[config.mk]
export PLATFORM = sky130hd
export DESIGN_NAME = sram_like_responder_flat
export DESIGN_NICKNAME = d
export VERILOG_FILES = /design/src/rtl/sram_like_responder_pkg.sv /design/src/rtl/sram_like_responder_if.sv /design/src/rtl/sram_like_responder_resp_delay.sv /design/src/rtl/sram_like_responder.sv /design/src/flat_wrapper.sv
export SDC_FILE = /design/constraint.sdc
export NUM_CORES = 1
export LEC_CHECK = 0
export CAP_MARGIN = 20
export CORE_AREA = 2 2 75 77
export DETAILED_ROUTE_END_ITERATION = 6
export DIE_AREA = 0 0 77 79
export PLACE_DENSITY_LB_ADDON = 0.3
export SLEW_MARGIN = 20
export SYNTH_ARGS = -nofsm -noshare
export SYNTH_HDL_FRONTEND = slang
export SYNTH_HIERARCHICAL = 1
export SYNTH_SLANG_ARGS = --single-unit
[constraint.sdc]
create_clock -name clk -period 1.4 [get_ports clk]
set_input_delay 0.28 -clock clk [delete_from_list [all_inputs] [get_ports clk]]
set_output_delay 0.28 -clock clk [all_outputs]
set_load 0.005 [all_outputs]
[src/rtl/sram_like_responder_pkg.sv]
// Shared definitions for the SRAM-like responder: size encodings and the
// response-stage record carried down the latency line.
package sram_like_responder_pkg;

    localparam logic [1:0] SIZE_B = 2'd0;
    localparam logic [1:0] SIZE_H = 2'd1;
    localparam logic [1:0] SIZE_W = 2'd2;

    localparam int RESP_W = 1 + 1 + 32;

    typedef struct packed {
        logic        valid;
        logic        wr;
        logic [31:0] data;
    } resp_t;

    // Reads never touch RAM byte lanes, whatever the master put on wstrb.
    function automatic logic [3:0] lane_we(input logic wr, input logic [3:0] wstrb);
        return wr ? wstrb : 4'b0000;
    endfunction

endpackage

[src/rtl/sram_like_responder_if.sv]
// SRAM-like request/response bus plus the single-port RAM port behind it.
interface sram_like_responder_if
    import sram_like_responder_pkg::*;
#(
    parameter int ADDR_W = 14
);
    logic              sram_req;
    logic              sram_wr;
    logic [1:0]        sram_size;
    logic [3:0]        sram_wstrb;
    logic [31:0]       sram_addr;
    logic [31:0]       sram_wdata;
    logic              sram_addr_ok;
    logic              sram_data_ok;
    logic [31:0]       sram_rdata;

    logic              ram_en;
    logic [3:0]        ram_we;
    logic [ADDR_W-1:0] ram_addr;
    logic [31:0]       ram_wdata;
    logic [31:0]       ram_rdata;

    modport master (
        output sram_req, sram_wr, sram_size, sram_wstrb, sram_addr, sram_wdata,
        input  sram_addr_ok, sram_data_ok, sram_rdata
    );

    modport slave (
        input  sram_req, sram_wr, sram_size, sram_wstrb, sram_addr, sram_wdata,
        output sram_addr_ok, sram_data_ok, sram_rdata,
        output ram_en, ram_we, ram_addr, ram_wdata,
        input  ram_rdata
    );

    modport mem (
        input  ram_en, ram_we, ram_addr, ram_wdata,
        output ram_rdata
    );

endinterface

[src/rtl/sram_like_responder_resp_delay.sv]
// EXTRA_LAT-stage shift register of {valid, wr, data} trailing the RAM read;
// with EXTRA_LAT = 0 it is a plain wire.
module sram_resp_delay
    import sram_like_responder_pkg::*;
#(
    parameter int EXTRA_LAT = 0
) (
    input  logic  clk,
    input  logic  rstn,
    input  resp_t resp_i,
    output resp_t resp_o
);

    generate
        if (EXTRA_LAT == 0) begin : g_bypass
            logic unused_s;
            assign unused_s = clk ^ rstn;
            assign resp_o   = resp_i;
        end else begin : g_pipe
            resp_t stage_q [EXTRA_LAT];

            // Shift the response record one stage per cycle; reset empties the line.
            always_ff @(posedge clk or negedge rstn) begin
                if (!rstn) begin
                    for (int i = 0; i < EXTRA_LAT; i++) begin
                        stage_q[i] <= '0;
                    end
                end else begin
                    stage_q[0] <= resp_i;
                    for (int i = 1; i < EXTRA_LAT; i++) begin
                        stage_q[i] <= stage_q[i-1];
                    end
                end
            end

            assign resp_o = stage_q[EXTRA_LAT-1];
        end
    endgenerate

endmodule

[src/rtl/sram_like_responder.sv]
// Responder end of the SRAM-like bus: accepts requests into a single-port RAM
// and answers them in order at a fixed latency of 1 + EXTRA_LAT cycles.
module sram_like_responder
    import sram_like_responder_pkg::*;
#(
    parameter int ADDR_W    = 14,
    parameter int EXTRA_LAT = 0,
    parameter int MAX_OUTST = 2
) (
    input  logic                   clk,
    input  logic                   rstn,
    input  logic                   stall_i,
    sram_like_responder_if.slave   bus
);

    localparam int             CNT_W   = $clog2(MAX_OUTST + 1);
    localparam logic [CNT_W-1:0] CNT_MAX = CNT_W'(MAX_OUTST);

    logic             accept_s;
    logic             s0_valid_q;
    logic             s0_wr_q;
    logic [CNT_W-1:0] outst_cnt_q;
    logic [CNT_W-1:0] outst_cnt_d;
    resp_t            s0_resp_s;
    resp_t            last_resp_s;
    logic             unused_s;

    // Only the registered count gates acceptance, so a retiring response frees its slot next cycle.
    assign accept_s = bus.sram_req & ~stall_i & (outst_cnt_q < CNT_MAX);

    assign bus.sram_addr_ok = accept_s;
    assign bus.ram_en       = accept_s;
    assign bus.ram_we       = accept_s ? lane_we(bus.sram_wr, bus.sram_wstrb) : 4'b0000;
    assign bus.ram_addr     = bus.sram_addr[ADDR_W+1:2];
    assign bus.ram_wdata    = bus.sram_wdata;

    assign unused_s = ^{bus.sram_size, bus.sram_addr[1:0], bus.sram_addr[31:ADDR_W+2]};

    // Stage 0 mirrors the RAM's one-cycle read latency.
    always_ff @(posedge clk or negedge rstn) begin
        if (!rstn) begin
            s0_valid_q  <= 1'b0;
            s0_wr_q     <= 1'b0;
            outst_cnt_q <= '0;
        end else begin
            s0_valid_q  <= accept_s;
            s0_wr_q     <= bus.sram_wr;
            outst_cnt_q <= outst_cnt_d;
        end
    end

    // Outstanding count: one accept and/or one retire per cycle.
    always_comb begin
        outst_cnt_d = outst_cnt_q;
        case ({accept_s, last_resp_s.valid})
            2'b10:   outst_cnt_d = outst_cnt_q + CNT_W'(1);
            2'b01:   outst_cnt_d = outst_cnt_q - CNT_W'(1);
            default: outst_cnt_d = outst_cnt_q;
        endcase
    end

    // Writes and empty slots carry zero data down the line.
    always_comb begin
        s0_resp_s.valid = s0_valid_q;
        s0_resp_s.wr    = s0_wr_q;
        if (s0_valid_q && !s0_wr_q) begin
            s0_resp_s.data = bus.ram_rdata;
        end else begin
            s0_resp_s.data = 32'h0000_0000;
        end
    end

    sram_resp_delay #(
        .EXTRA_LAT (EXTRA_LAT)
    ) u_resp_delay (
        .clk    (clk),
        .rstn   (rstn),
        .resp_i (s0_resp_s),
        .resp_o (last_resp_s)
    );

    assign bus.sram_data_ok = last_resp_s.valid;
    assign bus.sram_rdata   = last_resp_s.data;

endmodule

[src/flat_wrapper.sv]
// flat-port wrapper written by rule: the top's interface ports become plain ports
module sram_like_responder_flat import sram_like_responder_pkg::*;
#(
    parameter int ADDR_W    = 14,
    parameter int EXTRA_LAT = 0,
    parameter int MAX_OUTST = 2
)
  (clk, rstn, stall_i, bus_sram_req, bus_sram_wr, bus_sram_size, bus_sram_wstrb, bus_sram_addr, bus_sram_wdata, bus_sram_addr_ok, bus_sram_data_ok, bus_sram_rdata, bus_ram_en, bus_ram_we, bus_ram_addr, bus_ram_wdata, bus_ram_rdata);
  sram_like_responder_if #(.ADDR_W(ADDR_W)) bus_i ();
  input  logic clk;
  input  logic rstn;
  input  logic stall_i;
  input wire logic [$bits(bus_i.sram_req)-1:0] bus_sram_req;
  input wire logic [$bits(bus_i.sram_wr)-1:0] bus_sram_wr;
  input wire logic [$bits(bus_i.sram_size)-1:0] bus_sram_size;
  input wire logic [$bits(bus_i.sram_wstrb)-1:0] bus_sram_wstrb;
  input wire logic [$bits(bus_i.sram_addr)-1:0] bus_sram_addr;
  input wire logic [$bits(bus_i.sram_wdata)-1:0] bus_sram_wdata;
  output wire logic [$bits(bus_i.sram_addr_ok)-1:0] bus_sram_addr_ok;
  output wire logic [$bits(bus_i.sram_data_ok)-1:0] bus_sram_data_ok;
  output wire logic [$bits(bus_i.sram_rdata)-1:0] bus_sram_rdata;
  output wire logic [$bits(bus_i.ram_en)-1:0] bus_ram_en;
  output wire logic [$bits(bus_i.ram_we)-1:0] bus_ram_we;
  output wire logic [$bits(bus_i.ram_addr)-1:0] bus_ram_addr;
  output wire logic [$bits(bus_i.ram_wdata)-1:0] bus_ram_wdata;
  input wire logic [$bits(bus_i.ram_rdata)-1:0] bus_ram_rdata;
  assign bus_i.sram_req = bus_sram_req;
  assign bus_i.sram_wr = bus_sram_wr;
  assign bus_i.sram_size = bus_sram_size;
  assign bus_i.sram_wstrb = bus_sram_wstrb;
  assign bus_i.sram_addr = bus_sram_addr;
  assign bus_i.sram_wdata = bus_sram_wdata;
  assign bus_sram_addr_ok = bus_i.sram_addr_ok;
  assign bus_sram_data_ok = bus_i.sram_data_ok;
  assign bus_sram_rdata = bus_i.sram_rdata;
  assign bus_ram_en = bus_i.ram_en;
  assign bus_ram_we = bus_i.ram_we;
  assign bus_ram_addr = bus_i.ram_addr;
  assign bus_ram_wdata = bus_i.ram_wdata;
  assign bus_i.ram_rdata = bus_ram_rdata;
  sram_like_responder #(.ADDR_W(ADDR_W), .EXTRA_LAT(EXTRA_LAT), .MAX_OUTST(MAX_OUTST)) u_core (.clk(clk), .rstn(rstn), .stall_i(stall_i), .bus(bus_i));
endmodule
# Word level (Yosys, flattened, before mapping)
# Cells that the tools add are included.
[totals]
register_bits = 4
inputBits = 107
output_inout_bits = 85
word_cells = 18
[classes]
eq_ne = 2
n_lt_le_gt_ge = 1
mux = 4
n_addsub = 2
bitwise_logic = 3
n_reduce_logical = 3
[ops]
columns = ["cell", "count"]
rows = [
  ["$mux W32", 1],
  ["$mux W4", 2],
  ["$pmux W2 S2", 1],
  ["$add A2 B1 Y2 const B", 1],
  ["$and A1 B1 Y1", 2],
  ["$eq A2 B1 Y1 const B", 1],
  ["$eq A2 B2 Y1 const B", 1],
  ["$lt A2 B2 Y1 const B", 1],
  ["$reduce_bool A2 Y1", 1],
  ["$sub A2 B1 Y2 const B", 1],
  ["$logic_and A1 B1 Y1", 1],
  ["$logic_not A1 Y1", 1],
  ["$not A1 Y1", 1],
]

# Longest topological paths before layout
[depth]
word_depth = 5
ltp_mapped = 6
depth_no_buf = 6

# Hierarchy
# Netlist, hierarchy kept.
[modules_own_cells]
columns = ["module", "instances", "seq_area_each_um2", "cells_each", "area_each_um2"]
rows = [
  ["sram_like_responder", 1, 100.1, 100, 767.0],
  ["sram_resp_delay", 1, 0.0, 34, 255.2],
]

# Worst setup path after synthesis
# Ideal clock, no wire load.
[synth_timing]
kind = "register -> register"
startpoint = "reg u_core.outst_cnt_q[1]"
endpoint = "reg u_core.outst_cnt_q[1]"
path_stages_with_launch = 6
arrival_ns = 1.127
required_time_ns = 1.321
path_buffers = 0
setup_time_ns = 0.079
period_less_slack_ns = 1.206
setup_slack_ns = 0.194
path_cell_list = "dfrtp_1 > nor2_1 > nand2_1 > ha_1 > nor2_1 > xor2_1"
[synth_between]
elab_chain_cells = 4
word_cells_on_any_way = 8
cone_classes = "add/sub (2); order compare (1); eq/ne (2); mux (1); bitwise (1); reduce/logical (1)"
[synth_lines]
columns = ["element", "line_no", "rtl"]
rows = [
  ["from (decl)", "sram_like_responder.sv:22", "logic [CNT_W-1:0] outst_cnt_q;"],
  ["from (signal assigned)", "sram_like_responder.sv:48", "outst_cnt_q <= outst_cnt_d;"],
  ["$lt A2 B2 Y1", "sram_like_responder.sv:29", "assign accept_s = bus.sram_req & ~stall_i & (outst_cnt_q < CNT_MAX);"],
  ["$and A1 B1 Y1", "sram_like_responder.sv:29", ""],
  ["$eq A2 B1 Y1 or $eq A2 B2 Y1 (tied branches)", "sram_like_responder.sv:55", "case ({accept_s, last_resp_s.valid})"],
  ["$pmux W2 S2 or $reduce_bool A2 Y1 (tied branches)", "--", ""],
]
# Parallel ways exist; a longest one is shown, timed or not.
# A chain may end at the register's enable or synchronous reset.

# Worst setup path in the final report
[layout_timing]
startpoint = "reg u_core.s0_valid_q"
endpoint = "out bus_sram_rdata[31]"
[layout_between]
elab_chain_cells = 2
[layout_lines]
columns = ["element", "line_no", "rtl"]
rows = [
  ["from (decl)", "sram_like_responder.sv:20", "logic s0_valid_q;"],
  ["from (signal assigned)", "sram_like_responder.sv:46", "s0_valid_q <= accept_s;"],
  ["$logic_and A1 B1 Y1", "sram_like_responder.sv:66", "if (s0_valid_q && !s0_wr_q) begin"],
  ["$mux W32", "sram_like_responder.sv:66", ""],
  ["to (decl)", "flat_wrapper.sv:21", "output wire logic [$bits(bus_i.sram_rdata)-1:0] bus_sram_rdata;"],
]
# Every way passes these cells.

==> impl_metrics.csv <==
group,metric,value,unit
status,status,"finished with violations",
status,violations,"setup timing",
sta,fin_skew,0.00193,ns
routing,first_pass_iters,2,
clocking,clkLatencyLatePin,0.22,ns
sta,layout_min_cycle_time,1.62,ns
worst_setup_path,crit_type,"register to primary output",
yosys,synth_cells,133,
layout,nNetsFinal,255,
worst_setup_path,worstSetupStartpointType,"register",
sta,max_freq,617,MHz
worst_setup_path,critPathTopFamily,"buffers and inverters",
yosys,syn_nets,241,
placed_design,placedCellCount,207,
worst_setup_path,path_buf_inv,4,
sta,rsz0062_at_grt,"yes",
floorplan,die_width,77,um
clocking,cts_buffer_depth,2,
floorplan,start_util,0.190,
layout,area_delta_synth_final,51.7,%
clocking,clock-sinks,4,
job,maxCapViolations,0,
sta,relSlewSlack,0.872,
worst_setup_path,crit_cells,6,
worst_setup_path,rr_worst_depth,8,
sta,hold_violations,0,
routing,drt_iter0_drc,1,
worst_setup_path,required,1.12,ns
routing,vias_per_cell,3.43,
clocking,cts.reportedPaths.clkPinSlew,0.03,ns
floorplan,core,5340,um^2
routing,drtAntennaViolNets,0,
placed_design,gp_congestion,0.652,
sta,setup_ws,-0.221,ns
yosys,netlist_area,1010,um^2
floorplan,rows,27,
routing,routed_wirelength,2.46,mm
worst_setup_path,cp_max_fo,8,
power_and_ir_drop,p_leak,0.739,nW
worst_setup_path,r2r_setup_slack,0.01,ns
worst_setup_path,path_cells,"nor2b_4 > buf_12 > buf_8 > buf_12 > and2_4 > buf_6",
sta,period_share,1.16,
power_and_ir_drop,vdd_drop_max,214,uV
placed_design,port_buffers,79,
worst_setup_path,r2r_start,"u_core/outst_cnt_q[1]",
layout,fin_cells,217,
clocking,cts_tree,"yes",
clocking,ctsHoldBuffers,0,
layout,layout-drive-gt1-share,0.572,
floorplan,die_area,6080,um^2
grt,grt_usage,0.0708,
sta,worstMarginPinSlew,0.192,ns
worst_setup_path,cp_slowest_cell,"dfrtp_1",
clocking,cts_root_buf,"clkbuf_8",
layout,antenna_cells,0,
grt,grt_first_pass_wirelength,3.37,mm
yosys,synth_area_per_cell,7.63,um^2
power_and_ir_drop,p_per_area,654,nW/um^2
layout,num-fill-cells,584,
placed_design,dpl.hpwl,1.81,mm
clocking,htreeDepth,1,
worst_setup_path,arrival,1.34,ns
sta,setup_violations,36,
worst_setup_path,endpoint_kind,"primary output",
floorplan,die_h,79,um
grt,overflow,0,
min_path,worstHoldPathType,"input port to async pin",
sta,finalSetupTns,-5.57,ns
worst_setup_path,r2r-end,"u_core/outst_cnt_q[1]",
yosys,ys_warn_count,6,
worst_setup_path,cpPeakStageDelay,0.37,ns
worst_setup_path,crit_top_cell,"buf_12",
layout,fin_util,0.288,
routing,wl_per_cell,11.3,um
sta,drv_slew,0,
routing,drc_errors,0,
grt,grt_start_max_net_pins,16,
floorplan,io_pins,192,
routing,vias,745,
grt,antenna_found_initial,0,
grt,grt_pass1_vias,659,
clocking,cts_made_buffers,3,
what timing repair did:
item | 4_1_cts | 5_1_grt
cloned | 2 | 0
endpoints found under the setup margin | 41 | 40
setup buffers | 4 | 2
gates resized for setup | 192 | 22
pin swaps | 20 | 3
worst max path at each step:
stage                               start                     to
finish                  u_core/s0_valid_q     bus_sram_rdata[31]
global route            u_core/s0_valid_q     bus_sram_rdata[13]
CTS                     u_core/s0_valid_q     bus_sram_rdata[14]
detailed placement                stall_i          bus_ram_we[3]
global placement                  stall_i          bus_ram_we[0]
floorplan           u_core/outst_cnt_q[1]  u_core/outst_cnt_q[1]
sequential cells by signal, summed over array words and instances, names as in the netlist:
| register | flops |
|---|---|
| u_core/s0_valid_q | 1 |
| u_core/s0_wr_q | 1 |
| u_core/outst_cnt_q | 2 |
cells in the final DEF (no fill, tap or decap), drive strengths merged:
| cell | instances |
|---|---|
| dfrtp | 4 |
| dlygate4sd2 | 4 |
| xor2 | 1 |
| ha | 1 |
| and2 | 36 |
| clkbuf | 5 |
| nor2b | 1 |
| nand2 | 1 |
| xnor2 | 2 |
| buf | 49 |
| nor2 | 2 |
| clkdlybuf4s50 | 37 |
| and3 | 1 |
| inv | 1 |
power breakdown:
group          internal [mW]  leakage, nW  total [mW]  switching [mW]
sequential             0.154       0.0484       0.186          0.0316
combinational          0.410        0.669       0.578           0.168
clock                  0.183       0.0216       0.243          0.0596
total                  0.747        0.739        1.01           0.260
metal layers:
layer | share of wire | up-vias | track usage
met5 | 0 | - | 0
met4 | 0.066 | 0 | 0.0661
met3 | 0.17 | 20 | 0.0318
met2 | 0.42 | 71 | 0.105
met1 | 0.34 | 311 | 0.0745
li1 | - | 343 | -
worst reg2reg max path: stages (launching register included):
cell and delay, ns:
dfrtp_1 0.38, nor2_2 0.10, buf_4 0.12, nand2_4 0.05, buf_6 0.12, ha_4 0.14
xnor2_1 0.13, nor2_1 0.07, xor2_1 0.16
metrics by stage:
stage | setup WS, ns | cell area, um^2 | hold slack [ns] | power, mW
2_1_floorplan | 0.194 | 1010 | -0.0156 | 0.498
3_3_place_gp | -0.557 | 1340 | 0.486 | 0.630
3_5_place_dp | -0.542 | 1340 | 0.484 | 0.628
4_1_cts | -0.238 | 1460 | 0.277 | 0.940
5_1_grt | -0.257 | 1540 | 0.287 | 1.07
6_report | -0.221 | 1540 | 0.270 | 1.01
cell type report:
| type | count | area, um^2 | share of cell area |
|---|---|---|---|
| multi-input cells | 45 | 385 | 0.250 |
| well taps | 72 | 90.1 | 0.0585 |
| inverters | 1 | 3.75 | 0.00244 |
| clock buffers | 3 | 41.3 | 0.0268 |
| flip-flops and latches | 4 | 100 | 0.0650 |
| repair buffers | 92 | 918 | 0.597 |
No activity file was read; power rests on OpenSTA's default activity.
